## src/rtl/tree_upmerge_node.sv

```systemverilog
`default_nettype none
// ============================================================================
// Module   : tree_upmerge_node
// Purpose  : Child-to-parent merge node of the instance tree. Two child
//            valid/ready ports each feed a 2-entry skid FIFO; a round-robin
//            arbiter picks one head per cycle, stamps the winning child index
//            into route bit LEVEL and loads a registered parent port.
// Ports    : clk, rst (sync, active-high)
//            c0_* / c1_*  : child packet inputs (valid, ready, data, path)
//            p_*          : registered parent packet output (valid, ready,
//                           data, path)
//            fwd_cnt0/1   : wrapping 16-bit count of packets forwarded from
//                           each child
// Revision : 1.0 - initial release
// ============================================================================
module tree_upmerge_node #(
  parameter int DATA_W = 32,
  parameter int PATH_W = 20,
  parameter int LEVEL  = 0
) (
  input  logic              clk,
  input  logic              rst,
  input  logic              c0_valid,
  output logic              c0_ready,
  input  logic [DATA_W-1:0] c0_data,
  input  logic [PATH_W-1:0] c0_path,
  input  logic              c1_valid,
  output logic              c1_ready,
  input  logic [DATA_W-1:0] c1_data,
  input  logic [PATH_W-1:0] c1_path,
  output logic              p_valid,
  input  logic              p_ready,
  output logic [DATA_W-1:0] p_data,
  output logic [PATH_W-1:0] p_path,
  output logic [15:0]       fwd_cnt0,
  output logic [15:0]       fwd_cnt1
);

  localparam logic [PATH_W-1:0] C_LVL_MASK = PATH_W'(1) << LEVEL;

  // Per-child views so both FIFOs come from one generate body
  logic [1:0]        w_in_valid;
  logic [DATA_W-1:0] w_in_data [2];
  logic [PATH_W-1:0] w_in_path [2];
  logic [1:0]        w_ready;
  logic [1:0]        w_ne;
  logic [1:0]        w_pop;
  logic [DATA_W-1:0] w_head_data [2];
  logic [PATH_W-1:0] w_head_path [2];

  assign w_in_valid   = {c1_valid, c0_valid};
  assign w_in_data[0] = c0_data;
  assign w_in_data[1] = c1_data;
  assign w_in_path[0] = c0_path;
  assign w_in_path[1] = c1_path;
  assign c0_ready     = w_ready[0];
  assign c1_ready     = w_ready[1];

  for (genvar g = 0; g < 2; g++) begin : g_child
    logic [DATA_W-1:0] r_mem_data [2];
    logic [PATH_W-1:0] r_mem_path [2];
    logic              r_wptr;
    logic              r_rptr;
    logic [1:0]        r_occ;
    logic              w_wr;

    // Ready is derived from registered occupancy only, so a same-cycle pop
    // never lets a full FIFO accept.
    assign w_ready[g]     = (r_occ < 2'd2);
    assign w_wr           = w_in_valid[g] && w_ready[g];
    assign w_ne[g]        = (r_occ != 2'd0);
    assign w_head_data[g] = r_mem_data[r_rptr];
    assign w_head_path[g] = r_mem_path[r_rptr];

    always_ff @(posedge clk) begin
      if (w_wr) begin
        r_mem_data[r_wptr] <= w_in_data[g];
        r_mem_path[r_wptr] <= w_in_path[g];
      end
    end

    always_ff @(posedge clk) begin
      if (rst) begin
        r_wptr <= 1'b0;
        r_rptr <= 1'b0;
        r_occ  <= 2'd0;
      end else begin
        if (w_wr) begin
          r_wptr <= ~r_wptr;
        end
        if (w_pop[g]) begin
          r_rptr <= ~r_rptr;
        end
        case ({w_wr, w_pop[g]})
          2'b10:   r_occ <= r_occ + 2'd1;
          2'b01:   r_occ <= r_occ - 2'd1;
          default: r_occ <= r_occ;
        endcase
      end
    end
  end

  // Arbitration
  logic              r_rr;
  logic              r_p_valid;
  logic [DATA_W-1:0] r_p_data;
  logic [PATH_W-1:0] r_p_path;
  logic [15:0]       r_cnt0;
  logic [15:0]       r_cnt1;

  logic              w_can_load;
  logic              w_grant;
  logic              w_gidx;
  logic [DATA_W-1:0] w_sel_data;
  logic [PATH_W-1:0] w_sel_path;
  logic [PATH_W-1:0] w_stamped;

  assign w_can_load = !r_p_valid || p_ready;

  always_comb begin
    w_grant = 1'b0;
    w_gidx  = 1'b0;
    if (w_can_load) begin
      if (w_ne[0] && w_ne[1]) begin
        w_grant = 1'b1;
        w_gidx  = r_rr;
      end else if (w_ne[0]) begin
        w_grant = 1'b1;
        w_gidx  = 1'b0;
      end else if (w_ne[1]) begin
        w_grant = 1'b1;
        w_gidx  = 1'b1;
      end
    end
  end

  assign w_pop      = {w_grant && w_gidx, w_grant && !w_gidx};
  assign w_sel_data = w_gidx ? w_head_data[1] : w_head_data[0];
  assign w_sel_path = w_gidx ? w_head_path[1] : w_head_path[0];
  // Replace only this node's route bit with the winning child index
  assign w_stamped  = (w_sel_path & ~C_LVL_MASK) | ({PATH_W{w_gidx}} & C_LVL_MASK);

  always_ff @(posedge clk) begin
    if (rst) begin
      r_rr      <= 1'b0;
      r_p_valid <= 1'b0;
      r_p_data  <= '0;
      r_p_path  <= '0;
      r_cnt0    <= 16'd0;
      r_cnt1    <= 16'd0;
    end else if (w_can_load) begin
      r_p_valid <= w_grant;
      if (w_grant) begin
        r_p_data <= w_sel_data;
        r_p_path <= w_stamped;
        r_rr     <= ~w_gidx;
        if (w_gidx) begin
          r_cnt1 <= r_cnt1 + 16'd1;
        end else begin
          r_cnt0 <= r_cnt0 + 16'd1;
        end
      end
    end
  end

  assign p_valid  = r_p_valid;
  assign p_data   = r_p_data;
  assign p_path   = r_p_path;
  assign fwd_cnt0 = r_cnt0;
  assign fwd_cnt1 = r_cnt1;

endmodule
`default_nettype wire

```

## config.mk

```make
export PLATFORM = sky130hd
export DESIGN_NAME = tree_upmerge_node
export DESIGN_NICKNAME = d
export VERILOG_FILES = /design/src/rtl/tree_upmerge_node.sv
export SDC_FILE = /design/constraint.sdc
export NUM_CORES = 1
export LEC_CHECK = 0
export ABC_AREA = 1
export CAP_MARGIN = 10
export CORE_MARGIN = 4
export CORE_UTILIZATION = 48
export DETAILED_ROUTE_END_ITERATION = 7
export PLACE_DENSITY = 0.87
export SLEW_MARGIN = 10
export SYNTH_ARGS = -nofsm -noshare
export SYNTH_HDL_FRONTEND = slang
export SYNTH_SLANG_ARGS = --single-unit
```

## constraint.sdc

```tcl
create_clock -name clk -period 3.54 [get_ports clk]
set_clock_uncertainty 0.05 [all_clocks]
set_input_delay 0.708 -clock clk [delete_from_list [all_inputs] [get_ports clk]]
set_output_delay 0.708 -clock clk [all_outputs]
set_load 0.02 [all_outputs]
```

Word-level counts from Yosys, hierarchy flattened
Memories as Yosys holds them, arrays and structs flattened. A register that Yosys moved wholly into a read port is not among the register bits.
Cells that the tools add are included.

storage, ports and cells
  output and inout port bits = 87
  logic and storage cells = 72
  memories = 4
  input bits = 109
  register bits = 94
  bits in writable memories = 208

cells by class
  magnitude comparators = 2
  mux-type cells = 23
  bitwise gates (word level) = 6
  equal/unequal tests = 4
  reduce and logical (&&, ||, !) cells = 15
  add/subtract/negate cells = 6

memory list
  name                   depth  width  read ports  clocked after memory_dff  wr ports  RTL line  source
  g_child[0].r_mem_data  2      32     1           1                         1         60        logic [DATA_W-1:0] r_mem_data [2];
  g_child[1].r_mem_data  2      32     1           1                         1         60
  g_child[0].r_mem_path  2      20     1           1                         1         61        logic [PATH_W-1:0] r_mem_path [2];
  g_child[1].r_mem_path  2      20     1           1                         1         61

operators by type and width
  cell                                                 count
  adder 16 x 1 -> 16 bit, second input constant        2
  two-way mux 32 bit                                   1
  two-way mux 20 bit                                   1
  OR 20 x 1 -> 20 bit                                  1
  two-way mux 1 bit                                    19
  one-hot mux 2 bit (2 select lines)                   2
  nonzero test 2 bit                                   4
  AND reduction 3 bit                                  2
  logical AND 1 bit                                    5
  NOT 1 bit                                            5
  adder 2 x 1 -> 2 bit, second input constant          2
  equality test 2 x 1 -> 1 bit, second input constant  2
  equality test 2 bit, second input constant           2
  less-than comparator 2 bit, second input constant    2
  subtractor 2 x 1 -> 2 bit, second input constant     2
  logical NOT 1 bit                                    2
  AND reduction 2 bit                                  1
  logical OR 1 bit                                     1

Longest topological paths before layout
Gate-level depths: netlist of the first run.

  depth in word-level cells = 9
  gate-level depth with buffers = 11
  gate-level depth less buffers = 10

Least setup slack after synthesis of the first run
Ideal clock, no wire load.

  kind = input to register
  start = in c0_valid
  end = mem g_child[0].r_mem_data[1][0] (enable)
  buffers on the path = 0
  setup time = 0.461 ns
  required time = 3.029 ns
  arrival = 2.971 ns
  path slack = 0.057 ns
  stages = 2
  path through = nand2_1 -> nor2_1

between the ends
  cells in the longest elaborated chain, start to end = 3

RTL lines
  element                                  RTL line  source
  start: declaration                       23        input logic c0_valid,
  logical AND 1 bit                        70        assign w_wr = w_in_valid[g] && w_ready[g];
  two-way mux 1 bit                        76        if (w_wr) begin
  two-way mux 1 bit (implied by the code)  77        r_mem_data[r_wptr] <= w_in_data[g];
  end: declaration                         60

Every way passes these cells.

Final worst setup path of the first run
  start = reg r_cnt0[0] (netlist: fwd_cnt0[0])
  end = out fwd_cnt0[0]

RTL lines
  element                   RTL line  source
  start: declaration        108       logic [15:0] r_cnt0;
  start signal: assignment  160       r_cnt0 <= r_cnt0 + 16'd1;
  end: declaration          35        output logic [15:0] fwd_cnt0,

No word-level cell between the ends.

==> results of run 1 <==
[worst register-to-register path, stage by stage, from the launching register on]
cell and delay, ps:
dfxtp_2 900, buf_4 390, mux2_2 390, nand2_1 90
a31oi_1 80
[placed cells by master (no fill, tap or decap), drive strengths merged, types with 5 or more instances in the layout]
master / count
clkinv: 8
nand4: 10
nand3: 18
dfxtp: 96
mux2: 51
inv: 94
clkdlybuf4s50: 192
nor3: 5
nor2: 74
buf: 14
a21oi: 26
clkbuf: 45
a31oi: 51
edfxtp: 204
nand2: 299
o21ai: 65
[through the flow]
| step | util | total power [mW] | area [µm²] | std cells |
|---|---|---|---|---|
| floorplan | - | 7.60 | 11800 | 1055 |
| global placement | 0.579 | 9.00 | 14000 | 1538 |
| detailed placement | 0.579 | 9.17 | 14000 | 1538 |
| CTS | 0.619 | 12.3 | 15000 | 1595 |
| global route | 0.619 | 12.9 | 15000 | 1595 |
| finish | 0.619 | 12.2 | 15000 | 1595 |
[power breakdown]
part | internal (mW) | switching, mW | leakage [nW]
clock | 1.82 | 1.30 | 0.478
combinational | 1.54 | 2.44 | 2.16
sequential | 4.55 | 0.569 | 2.69
total | 7.91 | 4.31 | 5.33
[layout make-up]
class | count | area, µm² | share of cell area
Clock inverter | 12 | 114 | 0.00759
Multi-Input combinational cell | 616 | 3170 | 0.211
Sequential cell | 300 | 8050 | 0.537
Clock buffer | 45 | 858 | 0.0572
Inverter | 92 | 345 | 0.0230
Tap cell | 324 | 405 | 0.0270
Timing Repair Buffer | 206 | 2060 | 0.137
[cells by family after synthesis]
family,count (synthesis),synth area share
DFF,300,0.682
buffers and inverters,139,0.0521
adders and majority gates,4,0.00424
AOI/OAI and AO/OA,146,0.0683
and+or+nand+nor,408,0.139
muxes,51,0.0487
xor gates and xnor gates,7,0.00520
[per-layer routing]
metal / vias to the layer above / global-route usage
met1: 4017 / 0.264
li1: 3973 / -
met5: - / 0
met4: 0 / 0.0669
met3: 50 / 0.0442
met2: 350 / 0.367
[state kept, by name, summed over array words and instances, names as in the netlist, named ones only]
register / count
fwd_cnt0: 16
r_rr: 1
p_data: 32
g_child.r_occ: 4
fwd_cnt1: 16
g_child.r_mem_path: 76
p_path: 20
g_child.r_wptr: 2
g_child.r_rptr: 2
p_valid: 1
g_child.r_mem_data: 128
[how the worst min path moves through the flow]
| stage | endpoint | cells past startpoint | slack [ps] | start |
|---|---|---|---|---|
| finish | flop | 1 | 410 | g_child[1].r_rptr$_SDFFE_PP0P_ |
| global route | p_path[0]$_SDFFE_PP0N_ | 2 | 430 | p_path[0]$_SDFFE_PP0N_ |
| CTS | flop | 1 | 400 | g_child[1].r_rptr$_SDFFE_PP0P_ |
| detailed placement | flop | 1 | 400 | g_child[1].r_rptr$_SDFFE_PP0P_ |
| global placement | flop | 1 | 370 | g_child[1].r_rptr$_SDFFE_PP0P_ |
| floorplan | flop | 1 | 370 | g_child[0].r_rptr$_SDFFE_PP0P_ |
==> impl_results.md, run 1 <==
- Worst-path fanout max: 8
- Cells along the critical path: clkdlybuf4s50_1
- R2R Path End: p_path[8]$_SDFFE_PP0N_
- Setup Buffers After CTS: 0
- Synth Flop Type: edfxtp_1
- Post-route setup slack: 1070 ps
- # DRC: 0
- Rows: 57
- Cts hold-fix bufs: 0
- CTS tree: yes
- Delay-heaviest family, CP: buffers and inverters
- DP HPWL: between 15000 and 20000 µm
- Number of clock sinks: 300
- I/O pin count: a little under 200
- Starting DRT DRC Count: 694
- Yosys reg bits: 300
- RSZ-0062 raised after global routing: no
- Ys async rst share: 0
- Fin crit share: 0.698
- Maximum vdd drop: between 400 and 500 µV
- Core area: 24200 µm²
- Detailed Routing Iterations Pass 1: 5
- Clock transition at path regs: 60 ps
- Die area: between 20000 and 30000 µm²
- Fillers: 1899
- Warnings, synthesis: 0
- Least-Margin Pin Slew: around 1000 ps
- Slew Limit Fails: 0
- Routed length on met3: about 2200 µm
- I/O Buffers: between 150 and 200
- Synthesized area: ~12000 µm²
- Sequential share of the synthesized area: 0.682
- Share of layout cells above drive strength 1: 0.0983
- Total Wirelength: around 29000 µm
- Post-Syn Area per Cell: ~11 µm²
- Flop-to-flop setup slack: roughly 1500 ps
- Routed vias/inst: 5.26
- Post-DRT Antenna Nets: 0
- Synth cell types: 28
- Number of antenna violations at the first check in global routing: 0
- Setup crit end kind: output pin
- Worst Setup SP: fwd_cnt0[0]$_SDFFE_PP0P_
- Count leader, synth: nand2_1
- Pwr per Cell Area: between 800 and 900 nW/µm²
- Grt total ovfl: 0
- FMAX: between 400 and 500 MHz
- Ant diodes: 0
- Max layer used: met4
- Hold crit path type: reg2reg
- Crit-path max cell delay: roughly 670 ps
- Critical path required time: ~2800 ps
- Die height: approximately 160 µm
- Status: finished, final reports clean
- Lkg Pwr: around 5.3 nW
- DR vias: roughly 8400
- CP arrival: ~1700 ps
- Final Setup Violations: 0
- Fin crit period: 2470 ps
- Clk_lat worst skew: roughly 550 ps
- Largest net degree at the start of global routing: 103
- Critical path startpoint category: flop
- Routed length per instance: 18.0 µm
- Routability Congestion: 0.888
- Post-route setup TNS: 0 ps
- Cell count after synthesis: between 1000 and 1500
- Synth area leaders: edfxtp_1 52%, dfxtp_1 16%, nand2_1 9.4%
- NumNets Final: 1360
- Post-synth EDFFs: about 200
- Syn Nets: between 1000 and 1500
- M1 wire length: about 12000 µm
- CP max-delay cell: clkdlybuf4s50_1
- Clk Tree Root Cell: clkbuf_16
- Vias in the first global route: around 8600
- Stages on the worst setup path: 1
- Worst Hold Margin: 406 ps
- Max_slew headroom: 0.345
- Die width: between 150 and 200 µm
- Max Cap Violations: 0
- CTS buffer count: 31
- P&R area growth vs syn: 27.2%
- Commonest cells in the synthesized netlist: 296 x nand2_1, 204 x edfxtp_1, 96 x dfxtp_1, 89 x inv_1, 69 x nor2_1
- CTS resizes: 0
- Pre-CTS setup slack: 750 ps
- Setup crit end: fwd_cnt0[0]
- Biggest area consumer among synthesized cells: edfxtp_1
- Clock Path Buffers: 3
- CP Buf/Inv Count: 1
- Global-route wire length before repair: around 45000 µm
- Top-area cell type share of the netlist area: 0.519
- Tot GR Track Use: 0.210
- Critical path class: reg2out
- Initial Util: 0.487
- Htree depth: 1
- Met2 wire len: between 10000 and 15000 µm
- Hold Vio Cnt, Final: 0
- Worst reg2reg path depth: 4
Note: power is estimated with default switching activity, not from simulation.
==> run 2, diff against run 1 <==
--- a/config.mk
+++ b/config.mk
@@ -8,9 +8,9 @@
 export ABC_AREA = 1
 export CAP_MARGIN = 10
 export CORE_MARGIN = 4
-export CORE_UTILIZATION = 48
+export CORE_UTILIZATION = 53
 export DETAILED_ROUTE_END_ITERATION = 7
-export PLACE_DENSITY = 0.87
+export PLACE_DENSITY = 0.91
 export SLEW_MARGIN = 10
 export SYNTH_ARGS = -nofsm -noshare
 export SYNTH_HDL_FRONTEND = slang
==> constraint.sdc (replaced) <==
create_clock -name clk -period 2.4 [get_ports clk]
set_clock_uncertainty 0.05 [all_clocks]
set_input_delay 0.48 -clock clk [delete_from_list [all_inputs] [get_ports clk]]
set_output_delay 0.48 -clock clk [all_outputs]
set_load 0.02 [all_outputs]
==> run 2 against run 1 <==
Largest cell class unchanged; core utilization increased by 6.9 points; routed wire length is 3.5% lower; hold slack lost 57 ps; critical path type unchanged; setup slack got worse by 910 ps; sequential power grew 42%; final cell count fell by 2.4%; first-iteration DRC count decreased by 27%.
==> impl_results.md, run 2 (same netlist as run 1, synthesis figures left out) <==
- Global-route wire length before repair: approximately 43000 µm
- Clock Path Buffers: 3
- Worst Hold Margin: roughly 350 ps
- Final Core Density: 0.688
- Post-DRT Antenna Nets: 0
- Die width: ~160 µm
- Number of clock sinks: 300
- Number of antenna violations at the first check in global routing: 2
- Clk Tree Root Cell: clkbuf_16
- Clk_lat worst skew: around 550 ps
- Post-route setup slack: around 160 ps
- Max Cap Violations: 0
- Fillers: 1558
- Cells along the critical path: clkdlybuf4s50_1
- Vias in the first global route: about 8500
- CTS tree: yes
- Max reg flops: between 100 and 150
- CP max-delay cell: clkdlybuf4s50_1
- Critical path required time: 1870 ps
- Grt total ovfl: 0
- I/O Buffers: a little under 200
- Core area: 21900 µm²
- Clock transition at path regs: around 60 ps
- CTS resizes: 0
- Routed length per instance: about 18 µm
- Detailed Routing Iterations Pass 1: 6
- CP Buf/Inv Count: 1
- Most flop-heavy register: g_child.r_mem_data
- NumNets Final: 1366
- Ant diodes: 0
- Routability Congestion: between 0.8 and 0.9
- Max_slew headroom: 0.428
- Cts hold-fix bufs: 0
- Hold crit path type: in2reg
- Pre-CTS setup slack: -215 ps
- Crit-path max cell delay: around 670 ps
- Rows: between 50 and 60
- Least-Margin Pin Slew: about 860 ps
- DP HPWL: between 15000 and 20000 µm
- Slew Limit Fails: 0
- DR vias: 8377
- Critical path startpoint category: flop
- Tot GR Track Use: 0.222
- Starting DRT DRC Count: 504
- Most common cell after layout, fill and taps aside: nand2_1
- CTS buffer count: 30
- Die area: around 25000 µm²
- Critical path class: reg2out
- Initial Util: 0.539
- Delay-heaviest family, CP: buffers and inverters
- Worst-path fanout max: 8
- Hold Vio Cnt, Final: 0
- CP arrival: 1710 ps
- Lkg Pwr: 5.39 nW
- Leading cell types in the layout, fill and taps excluded: 296 x nand2_1, 204 x edfxtp_1, 192 x clkdlybuf4s50_1
- # DRC: 0
- Share of layout cells above drive strength 1: 0.103
- FMAX: between 400 and 500 MHz
- Fin crit share: 0.934
- Total Wirelength: roughly 28000 µm
- Setup crit end kind: output pin
- Maximum vdd drop: between 900 and 1000 µV
- I/O pin count: between 150 and 200
- Die height: ~160 µm
- Setup Buffers After CTS: 0
- Status: finished, final reports clean
- RSZ-0062 raised after global routing: no
- P&R area growth vs syn: 27.7%
- Largest net degree at the start of global routing: 75
- Final Setup Violations: 0
- Pwr per Cell Area: between 1000 and 1500 nW/µm²
- Htree depth: 1
- Routed vias/inst: ~5.4
- Fin crit period: 2240 ps
==> run 2: cell types whose count changed in the layout (fill, tap and decap cells not counted), sizes merged <==
cell      change
bufinv        +2
clkbuf        -9
inv           -2
clkinv        +6
clkinvlp      +1
buf           +7
==> run 2: per-stage QoR <==
stage | TNS, ps | cell area [µm²] | instances | power, mW
CTS | 0 | 15100 | 1556 | 18.3
global route | 0 | 15100 | 1556 | 19.1
floorplan | 0 | 11800 | 1055 | 11.2
detailed placement | -7610 | 14100 | 1501 | 13.6
finish | 0 | 15100 | 1556 | 18.1
global placement | -3610 | 14100 | 1501 | 13.3
==> run 2: path summary, 6_finish.rpt <==
kind / from / endpoint / slack [ps] / cells after the start
worst max-delay path: fwd_cnt0[0]$_SDFFE_PP0P_ / fwd_cnt0[0] / 160 / 1
worst min-delay path: rst / fwd_cnt0[3]$_SDFFE_PP0P_ / 350 / 4
worst max register to register: g_child[0].r_occ[0]$_SDFFE_PP0P_ / g_child[0].r_rptr$_SDFFE_PP0P_ / 320 / 7
worst min register to register: g_child[1].r_rptr$_SDFFE_PP0P_ / flop / 390 / 1
==> run 2: layer usage <==
metal / share of wire / vias to the layer above / track usage / wire length (µm)
met4: 0.022 / 4 / 0.0582 / 600
li1: - / 3980 / - / -
met2: 0.51 / 301 / 0.405 / 14200
met3: 0.072 / 55 / 0.0432 / 2010
met5: 0.00079 / - / 0 / 22
met1: 0.39 / 4037 / 0.269 / 10900
==> run 2: final cells by class <==
cell class / instances / area [µm²] / share of cell area
sequential: 300 / 8050 / 0.534
clock buffer: 36 / 783 / 0.0520
multi-input combinational: 616 / 3170 / 0.210
timing repair buffer: 213 / 2160 / 0.144
inverter: 92 / 345 / 0.0229
clock inverter: 19 / 204 / 0.0135
tap: 280 / 350 / 0.0233
==> run 2: where the power goes <==
part           leakage (nW)  internal, mW  switching [mW]
sequential             2.69          6.71           0.580
clock                 0.481          2.75            1.88
combinational          2.21          2.40            3.83
==> variant 1, RTL diff (settings of run 2) <==
Register the output `fwd_cnt0` once more, without a reset; this adds one clock of latency there. The other outputs are not delayed to match.
--- a/src/rtl/tree_upmerge_node.sv
+++ b/src/rtl/tree_upmerge_node.sv
@@ -166,7 +166,9 @@
   assign p_valid  = r_p_valid;
   assign p_data   = r_p_data;
   assign p_path   = r_p_path;
-  assign fwd_cnt0 = r_cnt0;
+  always_ff @(posedge clk) begin
+    fwd_cnt0 <= r_cnt0;
+  end
   assign fwd_cnt1 = r_cnt1;
 
 endmodule
Behaviour: not the same (a bounded check fails within 4 cycles, from zero or initial values and one cycle with rst high).
==> variant 1 against run 2 <==
Count of clock-buffer cells in the layout up 4. Highest routed layer is now met4. Setup slack better by 0.027 ns. Core utilization up 1.4 points. Cell count is 0.77% higher. First-iteration DRC count grew 8.7%. Wire length up 2.1%. Synthesized area is 1.6% higher. Global-route usage is essentially flat. Power rose by 3.3%. Critical path type unchanged. Sequential share of layout area up 0.67 points. Sequential cell count rose by 16. Cell area up 2.7%. Combinational power decreased by 2%. Die area is 1.5% higher.
==> variant 1: results (changes against run 2) <==
| Metric | Value |
|---|---|
| Placer congestion estimate | `0.8425 (was 0.8855)` |
| Total global-route track usage | `22.18% (was 22.17%)` |
| CTS Buf Count | `31 (was 30)` |
| Vias/cell | `5.390 (was 5.384)` |
| Status | `finished, final reports clean (unchanged)` |
| Hold Path Class | `reg -> reg (was in -> reg)` |
| First-pass GRT wire length | `43820 um (was 43320 um)` |
| Mux cell area share after synthesis | `4.792% (was 4.867%)` |
| Max rail drop VDD | `0.9295 mV (was 0.9461 mV)` |
| TritonRoute pass-1 iters | `8 (was 6)` |
| Synth top area share | `51.11% (was 51.92%)` |
| FF+latch area | `0.008371 sq mm (was 0.008053 sq mm)` |
| Dominant cells by area after synthesis | `edfxtp_1 (51%), dfxtp_1 (19%), nand2_1 (9.2%) (was edfxtp_1 (52%), dfxtp_1 (16%), nand2_1 (9.4%))` |
| Post-DR wirelength/cell | `18.04 um (was 17.80 um)` |
| CP Max Fanout | `5 (was 8)` |
| Top delay family on crit path | `buffers and inverters (unchanged)` |
| Seq/Total Area, Yosys | `69.82% (was 68.21%)` |
| Synth cell count leaders | `nand2_1 (295), edfxtp_1 (204), dfxtp_1 (112) (was nand2_1 (296), edfxtp_1 (204), dfxtp_1 (96))` |
| Dpl cell area | `0.01433 sq mm (was 0.01408 sq mm)` |
| Antenna violations before repair | `0 (was 2)` |
| Crit path arrival time | `1.69 ns (was 1.71 ns)` |
| Synthesized Nets | `1174 (was 1168)` |
| Adder-Cell Fraction of Synth Area | `0.4176% (was 0.4242%)` |
| Post-Synth XOR/XNOR Area | `0.2192% (was 0.5196%)` |
| Crit path from | `g_child[0].r_occ[1]$_SDFFE_PP0P_ (was fwd_cnt0[0]$_SDFFE_PP0P_)` |
| Share of layout cells above drive strength 1 | `11.26% (was 10.34%)` |
| Vias in the first global route | `8847 (was 8543)` |
[variant 1: kinds of logic (layout without fill, tap and decap cells)]
| group | after synthesis | after routing |
|---|---|---|
| muxes | 51 | 51 |
| adders and majority gates | 4 | 4 |
| AOI/OAI and AO/OA | 151 | 151 |
| and+or+nand+nor | 393 | 393 |
| buffers and inverters | 143 | 370 |
| DFF | 316 | 316 |
| xor gates and xnor gates | 3 | 3 |
[variant 1: path summary, 6_finish.rpt]
| path | to | slack, ns | depth (start not counted) |
|---|---|---|---|
| worst max-delay path | c0_ready | 0.18 | 2 |
| worst min register to register | fwd_cnt0[15]$_DFF_P_ | 0.33 | 0 |
| worst min-delay path | fwd_cnt0[15]$_DFF_P_ | 0.33 | 0 |
| worst max register to register | p_data[15]$_SDFFE_PP0N_ | 0.60 | 8 |
[variant 1: worst reg2reg max path: cells and delay by family, from the launching register on]
family | cells | cell delay, ns
AO/OA/AOI/OAI | 1 | 0.15
flip-flops | 1 | 0.41
AND/OR/NAND/NOR | 5 | 0.54
buffers and inverters | 2 | 0.58
[variant 1: per-stage QoR]
step	setup slack (ns)	util, %	cells
global placement	-0.0006433	65.04	1510
detailed placement	-0.05325	65.04	1510
global route	0.1362	70.23	1568
floorplan	0.0006004	-	1061
CTS	0.1729	70.23	1568
finish	0.1848	70.23	1568
[variant 1: layout make-up]
type	instances	share of cell area (%)
clock buffers	40	5.832
inverters	97	2.354
repair buffers	215	14.01
multi-input cells	602	19.87
well taps	280	2.265
clock inverters	18	1.561
flip-flops and latches	316	54.11
[variant 1: layer usage]
metal  GRT usage, %  up-vias  wire length, um
met4          8.570        0             1086
met5              0        -                0
met3          3.697       76             1854
met2          41.05      371            14750
li1               -     4011                -
met1          25.66     3994            10580
[variant 1: power breakdown]
group | internal, mW | leakage [nW] | switching (mW)
Combinational | 2.39 | 2.24 | 3.72
Clock | 3.21 | 0.567 | 2.04
Sequential | 6.88 | 2.82 | 0.501
==> variant 2, RTL diff (flow settings as in run 2) <==
Without the edit above. Change the parameter `PATH_W` from 20 to 40.
--- a/src/rtl/tree_upmerge_node.sv
+++ b/src/rtl/tree_upmerge_node.sv
@@ -15,7 +15,7 @@
 // ============================================================================
 module tree_upmerge_node #(
   parameter int DATA_W = 32,
-  parameter int PATH_W = 20,
+  parameter int PATH_W = 40,
   parameter int LEVEL  = 0
 ) (
   input  logic              clk,
Interface: changed (resized c0_path, c1_path and p_path); port bits go from 196 to 256. No check against the original RTL was run, so the function may have changed too.
==> variant 2 against run 2 <==
Cell area rose by 32%. Sequential cell count rose by 100. Worst hold slack improved by 0.059 ns. Global-route usage rose by 1.4 points. Die area rose by 29%. Power rose by 33%. Setup slack improved by 0.058 ns. Critical path depth rose by 1. Synthesized cell count rose by 26%. Wire length rose by 38%. Largest cell class unchanged. Synthesized area rose by 31%.
==> variant 2: results (changes against run 2) <==
| Metric | Value |
|---|---|
| Status | `finished, final reports clean (unchanged)` |
| Dominant cells by area after synthesis | `edfxtp_1 (55%), dfxtp_1 (15%), nand2_1 (9.0%) (was edfxtp_1 (52%), dfxtp_1 (16%), nand2_1 (9.4%))` |
| Placed Cells | `1931 (was 1501)` |
| Max H-tree Level | `2 (was 1)` |
| Vias/cell | `5.474 (was 5.384)` |
| CP Max Fanout | `5 (was 8)` |
| Distinct cells, synth | `27 (was 28)` |
| Worst-skew pair later-pin latency | `0.52 ns (was 0.55 ns)` |
| DR iter-0 viols | `790 (was 504)` |
| Post-DR wirelength/cell | `19.08 um (was 17.80 um)` |
| Post-synth EDFFs | `284 (was 204)` |
| Dpl cell area | `0.01855 sq mm (was 0.01408 sq mm)` |
| Max FFs per register | `156 (was 128)` |
| Nets | `1742 (was 1366)` |
| Seq/Total Area, Yosys | `70.17% (was 68.21%)` |
| Non-Filler Instances | `2005 (was 1556)` |
| Max rail drop VDD | `0.8239 mV (was 0.9461 mV)` |
| Share of layout cells above drive strength 1 | `10.92% (was 10.34%)` |
| Pint | `15.90 mW (was 11.86 mW)` |
| Largest net degree at the start of global routing | `84 (was 75)` |
| Synthesized area per cell | `11.63 sq um (was 11.18 sq um)` |
| Total global-route track usage | `23.56% (was 22.17%)` |
| Most flops, register | `g_child.r_mem_path (was g_child.r_mem_data)` |
| Fillcell total | `1896 (was 1558)` |
| Sequential share of power | `40.0% (was 40.2%)` |
| PortBufs | `253 (was 193)` |
| Pre-CTS setup slack | `-0.08856 ns (was -0.2149 ns)` |
| P_leak | `7.109 nW (was 5.385 nW)` |
| Hold Path Class | `reg -> reg (was in -> reg)` |
| First-pass GRT wire length | `58890 um (was 43320 um)` |
| Worst stage delay on the critical path | `0.65 ns (was 0.67 ns)` |
| Crit path arrival time | `1.65 ns (was 1.71 ns)` |
| Synth cell count leaders | `nand2_1 (370), edfxtp_1 (284), inv_1 (118) (was nand2_1 (296), edfxtp_1 (204), dfxtp_1 (96))` |
variant 2: per-layer routing:
| layer | wire length, um | GRT usage, % | share of wire, % |
|---|---|---|---|
| met5 | 22 | 0 | 0.058 |
| met4 | 1138 | 7.995 | 3.0 |
| met3 | 3403 | 5.546 | 8.9 |
| met2 | 19150 | 40.89 | 50 |
| met1 | 14530 | 29.06 | 38 |
variant 2: kinds of logic after synthesis:
group / synth area share [%]
muxes: 5.171
AOI/OAI and AO/OA: 6.935
adders and majority gates: 0.3237
xor gates and xnor gates: 0.1133
buffers and inverters: 5.025
DFF: 70.17
and+or+nand+nor: 12.26
variant 2: per-stage QoR:
step	util, %	power (mW)	hold slack (ns)	setup TNS (ns)
2_1_floorplan	-	14.48	0.3755	-87.56
3_3_place_gp	64.44	17.45	0.3739	-0.01562
3_5_place_dp	64.44	17.83	0.3928	-0.08856
4_1_cts	69.15	24.24	0.4072	0
5_1_grt	69.15	25.28	0.4384	0
6_report	69.15	24.17	0.4073	0
variant 2: worst paths after layout:
check / startpoint / end / slack (ns) / cells past startpoint
min reg2reg: g_child[0].r_rptr$_SDFFE_PP0P_ / register / 0.41 / 1
max reg2reg: g_child[0].r_occ[0]$_SDFFE_PP0P_ / fwd_cnt0[11]$_SDFFE_PP0P_ / 0.48 / 8
min: g_child[0].r_rptr$_SDFFE_PP0P_ / register / 0.41 / 1
max: g_child[0].r_occ[1]$_SDFFE_PP0P_ / c0_ready / 0.22 / 2
variant 2: final cells by class:
class,count,share of cell area (%)
flip-flops and latches,400,54.56
multi-input cells,748,19.45
repair buffers,279,14.51
clock buffers,58,5.828
well taps,384,2.414
inverters,120,2.263
clock inverters,16,0.9808
variant 2: critical path: cells and delay by family, from the launching register on:
kind	cells	cell delay, ns
buffers and inverters	2	0.80
DFF	1	0.34
variant 2: power groups by stage:
stage | registers (mW) | clock network (mW) | logic (mW)
3_3_place_gp | 9.69 | 0 | 7.77
2_1_floorplan | 10.2 | 0 | 4.25
3_5_place_dp | 9.75 | 0 | 8.08
6_report | 9.65 | 6.36 | 8.15
4_1_cts | 9.64 | 6.44 | 8.16
5_1_grt | 9.78 | 6.72 | 8.78
